File: src/rtl/sop_truth_table_sweeper.sv
// Walks a 4-input function through all 16 vectors, captures its minterm mask and popcount.
// Optional golden-mask compare (mismatch/first_bad) is built when SOP_SWEEP_CHECK_EN is defined.
module sop_truth_table_sweeper #(
  parameter int SETTLE_CYCLES = 2
`ifdef SOP_SWEEP_CHECK_EN
  , parameter logic [15:0] EXPECTED_MASK = 16'hE188
`endif
) (
  input  logic        clk,
  input  logic        rst,
  input  logic        start,
  input  logic        f_in,
  output logic        A,
  output logic        B,
  output logic        C,
  output logic        D,
  output logic        busy,
  output logic        done,
  output logic [15:0] mask_out,
  output logic [4:0]  ones_count
`ifdef SOP_SWEEP_CHECK_EN
  , output logic        mismatch
  , output logic [3:0]  first_bad
`endif
);

  localparam logic [7:0] SC = 8'(SETTLE_CYCLES);

  typedef enum logic [1:0] {IDLE, SETTLE, DONE} state_e;

  state_e      state_q;
  logic [3:0]  idx_q, vec_q;
  logic [7:0]  cnt_q;
  logic        busy_q, done_q;
  logic [15:0] shadow_q, shadow_d, mask_q;
  logic [4:0]  ones_q;

  function automatic logic [4:0] popcnt(input logic [15:0] v);
    logic [4:0] n;
    n = '0;
    for (int i = 0; i < 16; i++) n = n + {4'b0, v[i]};
    return n;
  endfunction

  // Shadow including the bit being sampled this cycle, so the DONE load sees all 16 bits.
  always_comb begin
    shadow_d = shadow_q;
    shadow_d[idx_q] = f_in;
  end

`ifdef SOP_SWEEP_CHECK_EN
  logic       mism_q;
  logic [3:0] fb_q;

  function automatic logic [3:0] lowest_diff(input logic [15:0] v);
    logic [3:0] r;
    r = '0;
    for (int i = 15; i >= 0; i--) if (v[i]) r = 4'(i);
    return r;
  endfunction
`endif

  always_ff @(posedge clk or posedge rst) begin
    if (rst) begin
      state_q  <= IDLE;
      idx_q    <= '0;
      cnt_q    <= '0;
      vec_q    <= '0;
      busy_q   <= 1'b0;
      done_q   <= 1'b0;
      shadow_q <= '0;
      mask_q   <= '0;
      ones_q   <= '0;
`ifdef SOP_SWEEP_CHECK_EN
      mism_q   <= 1'b0;
      fb_q     <= '0;
`endif
    end else begin
      done_q <= 1'b0;
      case (state_q)
        IDLE: if (start) begin
          idx_q   <= '0;
          cnt_q   <= SC;
          vec_q   <= '0;
          busy_q  <= 1'b1;
          state_q <= SETTLE;
        end
        SETTLE: begin
          if (cnt_q != 8'd0) begin
            cnt_q <= cnt_q - 8'd1;
          end else begin
            shadow_q <= shadow_d;
            if (idx_q == 4'd15) begin
              state_q <= DONE;
              done_q  <= 1'b1;
              mask_q  <= shadow_d;
              ones_q  <= popcnt(shadow_d);
`ifdef SOP_SWEEP_CHECK_EN
              mism_q  <= (shadow_d != EXPECTED_MASK);
              fb_q    <= lowest_diff(shadow_d ^ EXPECTED_MASK);
`endif
            end else begin
              idx_q <= idx_q + 4'd1;
              vec_q <= idx_q + 4'd1;
              cnt_q <= SC;
            end
          end
        end
        DONE: begin
          busy_q  <= 1'b0;
          vec_q   <= '0;
          idx_q   <= '0;
          state_q <= IDLE;
        end
        default: state_q <= IDLE;
      endcase
    end
  end

  assign {A, B, C, D} = vec_q;
  assign busy       = busy_q;
  assign done       = done_q;
  assign mask_out   = mask_q;
  assign ones_count = ones_q;
`ifdef SOP_SWEEP_CHECK_EN
  assign mismatch   = mism_q;
  assign first_bad  = fb_q;
`endif

endmodule

File: config.mk
export PLATFORM = sky130hd
export DESIGN_NAME = sop_truth_table_sweeper
export DESIGN_NICKNAME = d
export VERILOG_FILES = /design/src/rtl/sop_truth_table_sweeper.sv
export SDC_FILE = /design/constraint.sdc
export NUM_CORES = 1
export LEC_CHECK = 0
export CORE_MARGIN = 2
export CORE_UTILIZATION = 30
export CTS_CLUSTER_DIAMETER = 80
export DETAILED_ROUTE_END_ITERATION = 10
export PLACE_DENSITY = 0.48
export RECOVER_POWER = 100
export SLEW_MARGIN = 5
export SYNTH_ARGS = -nofsm -noshare
export SYNTH_HDL_FRONTEND = slang
export SYNTH_SLANG_ARGS = --single-unit
export TNS_END_PERCENT = 5
File: constraint.sdc
create_clock -name clk -period 8.1 [get_ports clk]
set_input_delay 1.215 -clock clk [delete_from_list [all_inputs] [get_ports clk]]
set_output_delay 1.215 -clock clk [all_outputs]
set_load 0.03 [all_outputs]
[After elaboration in Yosys (flattened, before gate mapping)]
Cells that the tools add are included.
Word-level totals
  output and inout port bits: 27
  bits of input ports: 4
  bits in registers: 53
  logic and storage cells: 68
Cells by class
  reduce and logical (&&, ||, !) cells: 12
  mux-type cells: 20
  equal/unequal tests: 8
  magnitude comparators: 2
  bitwise gates (word level): 1
  add/subtract/negate cells: 17
Operators by type and width (number)
  adder 5 x 1 -> 5 bit: 11
  2-to-1 mux 8 bit: 3
  bitwise mux 16 bit: 1
  one-hot mux 8 bit (2 select lines): 1
  2-to-1 mux 4 bit: 3
  one-hot mux 4 bit (3 select lines): 1
  AND reduction 3 bit: 3
  != test 2 bit (second input constant): 4
  nonzero test 8 bit: 1
  subtractor 8 x 1 -> 8 bit (second input constant): 1
  2-to-1 mux 2 bit: 3
  adder 4 x 1 -> 5 bit: 1
  < comparator 4 x 5 -> 1 bit (second input constant): 1
  2-to-1 mux 1 bit: 5
  adder 3 x 1 -> 4 bit: 1
  adder 4 x 1 -> 4 bit (second input constant): 1
  demux 1 bit (select 4 bit): 1
  == test 4 bit (second input constant): 1
  greater-or-equal comparator 4 x 1 -> 1 bit (second input constant): 1
  one-hot mux 2 bit (2 select lines): 1
  AND reduction 2 bit: 2
  AND reduction 4 bit: 1
  nonzero test 2 bit: 2
  adder 2 x 1 -> 3 bit: 1
  other kinds (9): 9

[Logic depth before layout (Yosys ltp)]
Gate-level depths: netlist (run 1).
  depth after elaboration: 20
  mapped depth: 16
  depth with buffers taken out: 16

[Worst setup path after synthesis (run 1)]
No wires, ideal clock.
  kind: input to register
  start: input port f_in
  end: register ones_q[4] (netlist: ones_count[4])
  data required time: 7.983 ns
  setup time: 0.117 ns
  data arrival time: 4.786 ns
  path buffers: 2
  path slack: 3.196 ns
  stages: 13
  cells stage by stage: clkbuf_1 -> clkbuf_1 -> mux2i_1 -> fa_1 -> fa_1 -> fa_1 -> inv_1 -> fa_1 -> ha_1 -> fa_1 -> a21o_1 -> nand3_1 -> nand2_1
Between the ends
  cells in the longest elaborated chain, start to end: 16
Ends and longest elaborated chain
  start, declared: line 12  | input logic f_in,
  bitwise mux 16 bit (*): line 48  | shadow_d[idx_q] = f_in;
  adder 1 x 1 -> 2 bit: line 41  | for (int i = 0; i < 16; i++) n = n + {4'b0, v[i]};
  adder 2 x 1 -> 3 bit: line 41
  adder 3 x 1 -> 4 bit: line 41
  adder 4 x 1 -> 5 bit: line 41
  adder 5 x 1 -> 5 bit (10 in a row): line 41
  adder 5 x 1 -> 5 bit (*): line 41
  end signal, assigned: line 97  | ones_q <= popcnt(shadow_d);
  end, declared: line 36  | logic [4:0] ones_q;
Mark *: on every way between the ends. The rest lies on a longest branch, timed or not.
A chain may end at the register's enable or synchronous reset.

[Final worst setup path (run 1)]
Same ends and word-level chain as after synthesis.

==> results of run 1 <==
## final cells by class
| class | instances | area, sq um |
|---|---|---|
| Inverter | 28 | 105 |
| Multi-Input combinational cell | 202 | 1380 |
| Clock buffer | 5 | 68.8 |
| Sequential cell | 53 | 1330 |
| Tap cell | 129 | 161 |
| Timing Repair Buffer | 32 | 308 |
| Clock inverter | 3 | 17.5 |
| Fill cell | 1001 | 5920 |
## metrics by stage
step | worst slack (ps) | util
after floorplan | 3200 | -
after global placement | 2470 | 0.354
after detailed placement | 2430 | 0.354
after CTS | 2770 | 0.363
after global routing | 2480 | 0.362
final | 2740 | 0.362
## power by group through the flow
stage	registers (W)	clock network (W)	logic (W)
2_1_floorplan	0.000381	0	0.000479
3_3_place_gp	0.000376	0	0.000640
3_5_place_dp	0.000378	0	0.000642
4_1_cts	0.000373	0.000160	0.000653
5_1_grt	0.000381	0.000173	0.000738
6_report	0.000372	0.000152	0.000631
## cells in the final DEF, fill, tap and decap left out, drive strengths merged, types with 13 or more instances in the layout
| master | Yosys | final |
|---|---|---|
| ha | 13 | 13 |
| inv | 28 | 27 |
| mux2i | 16 | 16 |
| a21oi | 28 | 28 |
| o21ai | 25 | 25 |
| nand2 | 39 | 39 |
| dfrtp | 53 | 53 |
| nor2 | 21 | 21 |
| dlygate4sd3 | 0 | 30 |
## sequential cells by signal, indices dropped and copies added, names as in the netlist
name	cells
done	1
vec_q	4
shadow_q	16
mask_out	16
cnt_q	8
ones_count	5
state_q	2
busy	1
## final timing paths
kind	from	end	slack, ps	cells past startpoint
setup reg to reg	vec_q[2]$_DFFE_PP0P_	ones_count[4]$_DFFE_PP0P_	3580	13
hold / removal	ones_count[4]$_DFFE_PP0P_	ones_count[4]$_DFFE_PP0P_	480	2
hold reg to reg	ones_count[4]$_DFFE_PP0P_	ones_count[4]$_DFFE_PP0P_	480	2
setup / recovery	f_in	ones_count[4]$_DFFE_PP0P_	2740	12
min in group asynchronous	rst	cnt_q[4]$_DFFE_PP0P_	2440	3
max in group asynchronous	rst	state_q[1]$_DFFE_PP0P_	4030	3
## per-layer routing
layer	global-route usage	vias up	wire length (um)
li1	-	1041	-
met1	0.201	1001	3200
met2	0.193	25	2800
met3	0.0280	5	178
met4	0.0215	0	46
met5	0	-	0
## cells by family (layout without fill, tap and decap cells)
group	Yosys count	in the layout	synth area share
xor+xnor	2	2	0.00609
fa+ha+maj	23	23	0.126
mux	16	16	0.0557
compound gates	61	61	0.115
buf+inv	43	68	0.0605
flops	53	53	0.461
simple gates	100	100	0.176
## worst max-delay path, delay by kind of cell
kind | cells | cell delay, ps
simple gates | 2 | 130
fa+ha+maj | 6 | 2710
mux | 1 | 290
compound gates | 1 | 190
buf+inv | 2 | 1000
==> flow_metrics.tcl, run 1 <==
set metrics [dict create \
    fmax_ghz 0.186 \
    violations "capacitance limit, slew limit" \
    crit_path_max_fanout 17 \
    dpl_cell_area_sq_um 3280 \
    synthFlopType "dfrtp_1" \
    die-area_sq_um 10400 \
    cts_buffer_depth 2 \
    synth_cell_types 33 \
    portBuffers 30 \
    end_kind "flop" \
    rows 35 \
    dp_hpwl_um 4420 \
    final.period_utilization 0.662 \
    synth_area_sq_um 2880 \
    hp-class "reg -> reg" \
    synth_common_cells "dfrtp_1, nand2_1, a21oi_1, inv_1, o21ai_0" \
    initial_core_util 0.310 \
    drv_cap 2 \
    cts.clk_slew.worst_paths_ps 100 \
    cts_resized 0 \
    seqPwrFrac 0.322 \
    final_cell_area_sq_um 3360 \
    internal-power_w 0.000658 \
    diodes 0 \
    synth_top_area_share 0.461 \
    dp.cells 444 \
    avgSynthCellArea_sq_um 9.65 \
    ir_drop_uv 219 \
    crit_path_frequent_cell "fa_1" \
    ys_seq_area_frac 0.461 \
    track_usage 0.131 \
    critical_path.max_stage_delay_ps 950 \
    synthTopCellsByArea "dfrtp_1, fa_1, ha_1" \
    hold_viol 0 \
    num_vias 2072 \
    critical_path_class "in -> reg" \
    cp.arrival_ps 5560 \
    power_density_nw_per_um2 343 \
    skew_ps 5.81 \
    dr.first_iter.drc_count 88 \
    swShare 0.431 \
    fin_cells 452 \
    clk_latency_ps 310 \
    final.setup.tns_ps 0 \
    drive_gt1_frac 0.0372 \
    syn-num-nets 325 \
    pwr-share-comb 0.546 \
    yosysTopAreaCell "dfrtp_1" \
    crit_chain "dlygate4sd3_1 > mux2i_1 > fa_1 > fa_1 > fa_1 > inv_1 > fa_1 > ha_1 > fa_1 > a21o_1 > nand3_1 > nand2_1" \
    clock-sinks 53 \
    syn_to_final_growth_pct 16.9 \
    cts_tree "built" \
    wire_per_inst_um 13.8 \
    min_period_ps 5360 \
    cts_root_buffer "clkbuf_8" \
    core_area_sq_um 9280 \
    gp_congestion 0.722 \
    die_width_um 102 \
    wl_um 6230 \
    total_power_w 0.00115 \
    cts_buffers 5 \
    synth_most_common_cell "dfrtp_1" \
    grt_overflow 0 \
    die_y_um 102 \
    start_kind "primary input" \
    critPathRequiredTime_ps 8300 \
    synthCells 298 \
    grt_max_degree 54 \
    ys_warn_count 0 \
    rsz0062_at_grt "false" \
    async_flop_share 1.00 \
    grt_pass1_wl_um 10700 \
    ys_seq_elements 53 \
    pwr-share-clk 0.131 \
    cts_hold_buf 0 \
    grt_antenna_before_repair 0 \
    drcViolationCount 0 \
    slowest_stage "dlygate4sd3_1" \
    postCtsSetupBuffers 0 \
    ant_nets 0 \
    fin_hold_ws_ps 478 \
    vias_per_cell 4.58 \
    synth_edf_count 0 \
    grt_pass1_vias 2074 \
    p_leak_nw 1.48 \
    cts-htree-levels 2 \
    max_slew_margin -0.924 \
    switchingPower_w 0.000497 \
    firstDrtPassIters 4 \
    status "finished with violations" \
    finalSetupViolations 0 \
    drv_slew 96 \
    io-pin-count 31 \
    nets 349 \
    worst_pin_slew_ps 2890 \
]
(Power assumes the default switching activity.)
==> inputs of run 2 (changes only) <==
==> constraint.sdc (replaced) <==
create_clock -name clk -period 5.2 [get_ports clk]
set_input_delay 0.78 -clock clk [delete_from_list [all_inputs] [get_ports clk]]
set_output_delay 0.78 -clock clk [all_outputs]
set_load 0.03 [all_outputs]
==> run 2 against run 1 <==
The flow still finishes with violations (capacitance limit, slew limit). Critical path depth unchanged. Non-clock buffer count up 3. Power up 59%. Die area unchanged. Critical path type unchanged. Largest cell class unchanged. Largest power group unchanged. Highest routed layer unchanged.
==> flow_metrics.tcl, run 2 (same netlist as run 1, synthesis figures left out) <==
set metrics [dict create \
    violations "capacitance limit, slew limit" \
    fmax_ghz 0.209 \
    cts_buffer_depth 2 \
    crit_path_frequent_cell "fa_1" \
    crit_chain "dlygate4sd3_1 > mux2i_1 > fa_1 > fa_1 > fa_1 > inv_1 > fa_1 > ha_1 > fa_1 > a21o_1 > nand3_1 > nand2_1" \
    max_slew_margin -0.980 \
    gp_congestion 0.731 \
    drcViolationCount 0 \
    vias_per_cell 4.53 \
    layout_commonest_cell "dfrtp_1" \
    dp.cells 447 \
    initial_core_util 0.310 \
    grt_max_degree 54 \
    critPathRequiredTime_ps 5390 \
    p_leak_nw 1.50 \
    cts_resized 0 \
    clk_latency_ps 300 \
    dp_hpwl_um 4410 \
    drive_gt1_frac 0.0429 \
    wire_per_inst_um 13.9 \
    wl_um 6300 \
    grt_overflow 0 \
    status "finished with violations" \
    diodes 0 \
    grt_pass1_wl_um 10700 \
    hold_viol 0 \
    start_kind "primary input" \
    postCtsSetupBuffers 0 \
    nets 352 \
    portBuffers 30 \
    r2r_slack_ps 640 \
    fin_cells 455 \
    critical-path-top-delay-family "adder cells" \
    grt_antenna_before_repair 0 \
    rsz0062_at_grt "false" \
    dpl_cell_area_sq_um 3310 \
    critical_path_class "in -> reg" \
    core_area_sq_um 9280 \
    die_y_um 102 \
    grt_pass1_vias 2129 \
    drv_slew 96 \
    cts-htree-levels 2 \
    firstDrtPassIters 4 \
    io-pin-count 31 \
    die-area_sq_um 10400 \
    num_vias 2062 \
    slowest_stage "dlygate4sd3_1" \
    final.period_utilization 0.921 \
    hp-class "reg -> reg" \
    track_usage 0.131 \
    skew_ps 4.63 \
    cts_tree "built" \
    fin_hold_ws_ps 488 \
    ir_drop_uv 268 \
    final_cell_area_sq_um 3400 \
    end_kind "flop" \
    clock-sinks 53 \
    finalSetupViolations 0 \
    rows 35 \
    path_buf_inv 2 \
    die_width_um 102 \
    final.setup.tns_ps 0 \
    cp.arrival_ps 4980 \
    dr.first_iter.drc_count 61 \
    min_period_ps 4790 \
    fill_cells 991 \
    cts_buffers 5 \
    cts_hold_buf 0 \
    cts.clk_slew.worst_paths_ps 100 \
    syn_to_final_growth_pct 18.1 \
    critical_path.max_stage_delay_ps 720 \
    crit_path_max_fanout 12 \
    cts_root_buffer "clkbuf_8" \
    total_power_w 0.00184 \
    power_density_nw_per_um2 542 \
    worst_pin_slew_ps 2970 \
    ant_nets 0 \
    drv_cap 2 \
    mostFrequentLayoutCells "dfrtp_1, nand2_1, dlygate4sd3_1, a21oi_1, inv_1" \
]
-- run 2: stage by stage --
stage                     setup slack, ps  utilization
after floorplan                       731            -
after global placement                115        0.356
after detailed placement             82.7        0.356
after CTS                             408        0.368
after global routing                  182        0.366
final                                 411        0.366
-- run 2: power breakdown --
part	leakage [nW]	internal [W]	total, W	switching (W)
sequential	0.525	0.000489	0.000569	0.0000806
clock	0.0554	0.000145	0.000285	0.000140
combinational	0.917	0.000444	0.000985	0.000542
-- run 2: final timing paths --
check                                           from                         to  cells past startpoint
max in group asynchronous                        rst       vec_q[3]$_DFFE_PP0P_                      3
min reg2reg                ones_count[0]$_DFFE_PP0P_  ones_count[0]$_DFFE_PP0P_                      2
max                                             f_in  ones_count[4]$_DFFE_PP0P_                     12
min                        ones_count[0]$_DFFE_PP0P_  ones_count[0]$_DFFE_PP0P_                      2
max reg2reg                     vec_q[2]$_DFFE_PP0P_  ones_count[4]$_DFFE_PP0P_                     13
min in group asynchronous                        rst       cnt_q[4]$_DFFE_PP0P_                      3
-- run 2: cell type report --
cell class | count | area (sq um) | share of cell area
sequential | 53 | 1330 | 0.391
clock inverter | 2 | 38.8 | 0.0114
clock buffer | 6 | 72.6 | 0.0214
multi-input combinational | 202 | 1360 | 0.401
timing repair buffer | 35 | 330 | 0.0973
tap | 129 | 161 | 0.0475
inverter | 28 | 105 | 0.0310
-- run 2: worst register-to-register path: stages, from the launching register on --
cell	delay, ps
dfrtp_1	690
nor2_1	190
nand2_1	160
mux2i_1	370
fa_1	510
fa_1	520
fa_1	540
inv_1	50
fa_1	460
ha_1	230
fa_1	420
a21o_1	200
nand3_1	70
nand2_1	70
-- run 2: routing by layer --
metal  GRT usage  share of wire
met4      0.0318          0.012
met3      0.0212          0.025
met2       0.210           0.46
met1       0.186           0.51
met5           0              0
==> inputs of run 3 (changes only) <==
--- a/config.mk
+++ b/config.mk
@@ -7,7 +7,7 @@
 export LEC_CHECK = 0
 export CORE_MARGIN = 2
 export CORE_UTILIZATION = 30
-export CTS_CLUSTER_DIAMETER = 80
+export CTS_CLUSTER_DIAMETER = 150
 export DETAILED_ROUTE_END_ITERATION = 10
 export PLACE_DENSITY = 0.48
 export RECOVER_POWER = 100
==> results of run 3 <==
Same layout as run 2: the final DEF is identical, and so are final timing and power.
